$ cat config.mk
export PLATFORM = sky130hd
export DESIGN_NAME = dmem_access_ctrl
export DESIGN_NICKNAME = d
export VERILOG_FILES = /design/src/rtl/dmem_access_ctrl.sv
export SDC_FILE = /design/constraint.sdc
export NUM_CORES = 1
export LEC_CHECK = 0
export ABC_CLOCK_PERIOD_IN_PS = 3850
export CAP_MARGIN = 25
export CORE_MARGIN = 2
export CORE_UTILIZATION = 24
export CTS_CLUSTER_SIZE = 30
export DETAILED_ROUTE_END_ITERATION = 6
export DONT_BUFFER_PORTS = 1
export MAX_ROUTING_LAYER = met4
export SYNTH_ARGS = -nofsm -noshare
export SYNTH_HDL_FRONTEND = slang
export SYNTH_SLANG_ARGS = --single-unit
$ cat constraint.sdc
create_clock -name clk -period 3.85 [get_ports clk]
set_input_delay 0.385 -clock clk [delete_from_list [all_inputs] [get_ports clk]]
set_output_delay 0.385 -clock clk [all_outputs]
set_load 0.1 [all_outputs]
$ cat src/rtl/dmem_access_ctrl.sv
// MEM-stage data-memory access controller: one-transaction FSM, load extension, store replication.
// Define ALIGN_CHECK_EN to reject misaligned accesses via adelM/adesM; otherwise the address is forced aligned.
`ifndef LB
`define LB  6'b100000
`endif
`ifndef LH
`define LH  6'b100001
`endif
`ifndef LW
`define LW  6'b100011
`endif
`ifndef LBU
`define LBU 6'b100100
`endif
`ifndef LHU
`define LHU 6'b100101
`endif
`ifndef SB
`define SB  6'b101000
`endif
`ifndef SH
`define SH  6'b101001
`endif
`ifndef SW
`define SW  6'b101011
`endif

module dmem_access_ctrl (
    input  logic        clk,
    input  logic        rst,
    input  logic [5:0]  opM,
    input  logic        memenM,
    input  logic [31:0] addrM,
    input  logic [31:0] wdataM,
    input  logic        flushM,
    output logic        stallM,
    output logic [31:0] rdataM,
    output logic        adelM,
    output logic        adesM,
    output logic        data_req,
    output logic        data_wr,
    output logic [1:0]  data_size,
    output logic [31:0] data_addr,
    output logic [31:0] data_wdata,
    input  logic        data_addr_ok,
    input  logic        data_data_ok,
    input  logic [31:0] data_rdata
);

    typedef enum logic [1:0] {IDLE, ADDR, DATA, DONE} state_t;

    state_t      state, state_nxt;
    logic        flush_pend;
    logic [5:0]  op_lat;
    logic [31:0] addr_lat;
    logic [31:0] wdata_lat;
    logic [31:0] result_lat;
    logic        addr_err;
    logic        start;
    logic        req_err;
    logic        complete;
    logic        flushed;

    function automatic logic [1:0] size_of(input logic [5:0] op);
        case (op)
            `LB, `LBU, `SB: return 2'd0;
            `LH, `LHU, `SH: return 2'd1;
            default:        return 2'd2;
        endcase
    endfunction

    function automatic logic is_store(input logic [5:0] op);
        return (op == `SB) || (op == `SH) || (op == `SW);
    endfunction

    function automatic logic misaligned(input logic [5:0] op, input logic [1:0] lo);
        case (size_of(op))
            2'd1:    return lo[0];
            2'd2:    return lo != 2'b00;
            default: return 1'b0;
        endcase
    endfunction

    function automatic logic [31:0] align_addr(input logic [5:0] op, input logic [31:0] a);
        case (size_of(op))
            2'd1:    return {a[31:1], 1'b0};
            2'd2:    return {a[31:2], 2'b00};
            default: return a;
        endcase
    endfunction

    function automatic logic [31:0] store_data(input logic [5:0] op, input logic [31:0] d);
        case (size_of(op))
            2'd0:    return {4{d[7:0]}};
            2'd1:    return {2{d[15:0]}};
            default: return d;
        endcase
    endfunction

    function automatic logic [31:0] load_ext(input logic [5:0] op, input logic [1:0] lo,
                                             input logic [31:0] raw);
        logic signed [7:0]  b;
        logic signed [15:0] h;
        b = raw[{lo, 3'b000} +: 8];
        h = lo[1] ? raw[31:16] : raw[15:0];
        case (op)
            `LB:     return {{24{b[7]}}, b};
            `LBU:    return {24'b0, b};
            `LH:     return {{16{h[15]}}, h};
            `LHU:    return {16'b0, h};
            default: return raw;
        endcase
    endfunction

`ifdef ALIGN_CHECK_EN
    assign addr_err = misaligned(opM, addrM[1:0]);
`else
    assign addr_err = 1'b0;
`endif

    assign start    = (state == IDLE) && memenM && !flushM && !addr_err;
    assign req_err  = (state == IDLE) && memenM && !flushM && addr_err;
    assign complete = ((state == ADDR) && data_addr_ok && data_data_ok) ||
                      ((state == DATA) && data_data_ok);
    assign flushed  = flush_pend || flushM;

    // state register and flush bookkeeping
    always_ff @(posedge clk) begin
        if (rst) begin
            state      <= IDLE;
            flush_pend <= 1'b0;
        end else begin
            state <= state_nxt;
            if ((state == ADDR) || (state == DATA))
                flush_pend <= flush_pend | flushM;
            else
                flush_pend <= 1'b0;
        end
    end

    // transaction payload; gated by state so no reset is needed
    always_ff @(posedge clk) begin
        if (start) begin
            op_lat    <= opM;
            addr_lat  <= addrM;
            wdata_lat <= wdataM;
        end
        if (complete)
            result_lat <= is_store(op_lat) ? 32'b0 : load_ext(op_lat, addr_lat[1:0], data_rdata);
    end

    always_comb begin
        state_nxt = state;
        case (state)
            IDLE: if (start) state_nxt = ADDR;
            ADDR: begin
                if (data_addr_ok) begin
                    if (data_data_ok)
                        state_nxt = flushed ? IDLE : DONE;
                    else
                        state_nxt = DATA;
                end
            end
            DATA: if (data_data_ok) state_nxt = flushed ? IDLE : DONE;
            DONE: state_nxt = IDLE;
        endcase
    end

    always_comb begin
        stallM     = 1'b0;
        rdataM     = 32'b0;
        adelM      = 1'b0;
        adesM      = 1'b0;
        data_req   = 1'b0;
        data_wr    = 1'b0;
        data_size  = 2'd0;
        data_addr  = 32'b0;
        data_wdata = 32'b0;
        if (!rst) begin
            case (state)
                IDLE: begin
                    stallM = start;
                    adelM  = req_err && !is_store(opM);
                    adesM  = req_err && is_store(opM);
                end
                ADDR: begin
                    stallM     = 1'b1;
                    data_req   = 1'b1;
                    data_wr    = is_store(op_lat);
                    data_size  = size_of(op_lat);
                    data_addr  = align_addr(op_lat, addr_lat);
                    data_wdata = store_data(op_lat, wdata_lat);
                end
                DATA: stallM = 1'b1;
                DONE: rdataM = result_lat;
            endcase
        end
    end

endmodule

* After elaboration in Yosys (flattened, before gate mapping)
Cells that the tools add are included.
Cells by class: bitwise operators 2, muxes and demuxes 27, shift operators 1, equality and inequality tests 15, reductions and logical operators 18
Operator list (count):
- $mux W32 | 6
- $pmux W32 S4 | 1
- $pmux W32 S2 | 1
- $eq A6 B6 Y1 const B | 7
- $shiftx A32 B6 Y8 | 1
- $mux W2 | 9
- $mux W16 | 1
- $pmux W2 S2 | 2
- $pmux W2 S4 | 1
- $eq A2 B2 Y1 const B | 3
- $ne A2 B2 Y1 const B | 3
- $reduce_or A3 Y1 | 2
- $logic_and A1 B1 Y1 | 5
- $logic_or A1 B1 Y1 | 5
- $mux W1 | 5
- $eq A2 B1 Y1 const B | 2
- $logic_not A2 Y1 | 2
- $reduce_or A2 Y1 | 2
- $reduce_and A3 Y1 | 1
- $pmux W1 S2 | 1
- $logic_not A1 Y1 | 1
- $not A1 Y1 | 1
- $or A1 B1 Y1 | 1
Storage, ports and cells: input port bits 108, flip-flop bits (word level) 105

* Longest topological paths before layout
depth after elaboration 9, gate-level depth with buffers 7, mapped depth without buffers 6

* Worst setup path before layout
Ideal clock, no wire load.
path type register to output, from register state[0], to output stallM, data arrival time 5753 ps, buffers on the path 0, cell stages (with the launch flop) 7, data required time 3465 ps, setup slack -2288 ps, path through dfxtp_1 -> inv_1 -> ha_1 -> inv_1 -> nor2_1 -> nor2_1 -> nor3_1
On the way: cells in the longest elaborated chain, start to end 5, elaborated cells on any way between the ends 8
Ends and longest elaborated chain:
- start: declaration | line 52 | state_t state, state_nxt;
- start signal: assignment | line 133 | state <= state_nxt;
- $logic_not A2 Y1 | line 121 | assign start = (state == IDLE) && memenM && !flushM && !addr_err;
- $logic_and A1 B1 Y1 (2 in a row)
- via start | line 59 | logic start;
- $pmux W1 S2 | line 180 | case (state)
- $mux W1 | line 179 | if (!rst) begin
- end: declaration | line 36 | output logic stallM,
The timed path passes the listed nets, and every way through them passes these cells.

* Worst setup path after layout
from register state[1], to output data_size[0]
On the way: cells in the longest elaborated chain, start to end 3
Ends and longest elaborated chain:
- $eq A2 B1 Y1 | line 180
- $mux W2 | line 180
- $mux W2 | line 179
- end: declaration | line 42 | output logic [1:0] data_size,
Every way passes these cells.

==> metrics.yaml <==
ys.flop_type: "edfxtp_1"
place.gp.congestion: 0.8221
path_max_fanout: 41
clock_latency_ps: 350
ir_drop_uv: 194.2
start_kind: "register"
drt-initial-drc-count: 95
async_reset_ff_share_pct: 0
grt_pass1_vias: 3759
p_leak_nw: 2.522
post_drt_wl_per_cell_um: 18.50
slew_violations: 0
rr_endpoint: "result_lat[20]"
hold_path_startpoint: "rst"
path_class: "reg2out"
ant_nets: 0
yosys.area.top_type: "edfxtp_1"
period_share_pct: 76.18
placed_area_um2: 6359
run_status: "finished, final reports clean"
clk_pin_slew_ps: 80
die_x_um: 149.3
cts-root-to-sink-buffers: 2
rows: 53
grt_max_degree: 71
postCtsHoldBufs: 0
final_cell_mix: "107 x buf_4, 102 x edfxtp_1, 72 x and2_1"
die_area_um2: 22280
finalClockSkew_ps: 5.416
cp_slowest_cell: "inv_2"
ys_top_cells_by_area: "edfxtp_1 60%, and2_1 8.9%, nand2_1 2.7%, nor2_1 2.6%, a211oi_1 2.5%"
timing.rr.start: "addr_lat[1]"
syn_area_um2: 5065
cts_tree: "done"
cp_num_buf_inv: 3
slew_headroom_pct: 41.03
maxCapViolCount: 0
post-route-min-period_ps: 2933
finalWirelength_um: 14750
crit_chain: "inv_1 > ha_1 > nand2b_2 > inv_2 > and3_1 > buf_4"
hold_viol_final: 0
ys_warn_count: 0
layout_commonest_cell: "buf_4"
netlist_instances: 423
drc: 0
design_area_um2: 6648
htree_num_levels: 3
syn_avg_cell_area_um2: 11.97
crit_start: "state[1]"
rsz0062_at_grt: "no"
layout-drive-gt1-share_pct: 32.76
reg2reg_depth: 4
hold_path_class: "in2reg"
crit_end: "data_size[0]"
critPathRequiredTime_ps: 3460
rrSetupSlack_ps: 1420
cts_resized: 0
core_um2: 20890
whs_ps: 106.1
power-per-cell-area_nw_per_um2: 448.4
grt_pass1_wl_um: 21850
die_y_um: 149.3
antenna_found_initial: 0
ios: 211
grt_util_all_layers_pct: 13.67
worstSetupEndpointType: "output port"
clock-root-buffer: "clkbuf_16"
worst_pin_slew_ps: 884.5
synth_edf_count: 102
viasPerCell: 4.586
slowest_delay_ps: 530
postCtsSetupBuffers: 0
area_delta_synth_final_pct: 31.25
portBuffers: 0
critPathArrivalTime_ps: 2550
ys_seq_area_share_pct: 61.66
hpwlAfterDp_um: 10940
drtPass1Iterations: 4
cts_buffers: 9
overflow: 0
fin_nets: 631
crit_family: "buffers and inverters"
num_antenna_cells: 0
initial_utilization_pct: 24.25
setup_viol: 0
cp_num_cells: 6
synth_seq_cells: 105
vias: 3655
cts.sinks: 105
fmax_ghz: 0.3409
synth.distinct_cells: 40
setup_tns_ps: 0
synth_top_area_share_pct: 60.47
[through the flow]
step	power, mW	cells	util, %	setup WS, ps
2_1_floorplan	1.934	424	-	98.76
3_3_place_gp	2.099	781	30.44	1370
3_5_place_dp	2.110	781	30.44	1287
4_1_cts	3.032	797	31.82	867.5
5_1_grt	3.102	797	31.82	702.9
6_report	2.981	797	31.82	916.9
[logic make-up (layout without fill, tap and decap cells)]
family,after synthesis,in the layout,share of synthesized area (%)
compound gates,86,86,11.54
fa+ha+maj,6,6,1.482
buf+inv,35,133,3.137
flops,105,105,61.66
mux,18,18,3.755
other cells,1,2,0.07404
simple gates,172,172,18.35
[cell type report]
cell class / instances / area [um^2]
fillers: 2109 / 14240
repair buffers: 110 / 875.8
multi-input cells: 284 / 1989
flip-flops and latches: 105 / 3123
well taps: 275 / 344.1
inverters: 7 / 26.28
clock inverters: 6 / 60.06
clock buffers: 10 / 229.0
[registers in the layout, summed over array words and instances (netlist names)]
name	cells
addr_lat	32
result_lat	32
wdata_lat	32
op_lat	6
state	2
flush_pend	1
[per-layer routing]
layer	track usage (%)	vias to the layer above	share of wire, %
met5	-	-	0
met4	5.238	0	2.2
met3	4.434	22	9.7
met2	22.86	211	50
met1	15.23	1723	39
li1	-	1699	-
[synthesized netlist by cell type (all sizes together), types with 2 or more instances]
library cell / count
ha: 6
a21o: 17
nor3: 4
a21oi: 19
nand2: 37
mux2: 8
and2: 72
mux2i: 10
o21ai: 17
nor4b: 2
a311oi: 8
or3: 8
inv: 7
nor2b: 3
nand2b: 5
a211oi: 17
nand3: 2
buf: 11
clkbuf: 17
edfxtp: 102
dfxtp: 3
nor2: 35
[worst min-delay path by stage]
| stage | cells after the start | endpoint |
|---|---|---|
| 3_5_place_dp | 1 | state[0] |
| 3_3_place_gp | 1 | state[0] |
| 6_report | 1 | flush_pend |
| 2_1_floorplan | 1 | state[0] |
| 4_1_cts | 1 | flush_pend |
| 5_1_grt | 1 | state[0] |
[worst reg2reg max path, cell delays in order (launching register included)]
cell,delay [ps]
edfxtp_1,740
inv_1,410
a31oi_1,270
a41oi_2,450
a21o_1,330
[power breakdown]
group,switching [mW],internal [mW],total [mW]
combinational,0.551,0.151,0.702
clock,0.444,0.458,0.902
sequential,0.0381,1.34,1.38
No activity file was read; power rests on OpenSTA's default activity.
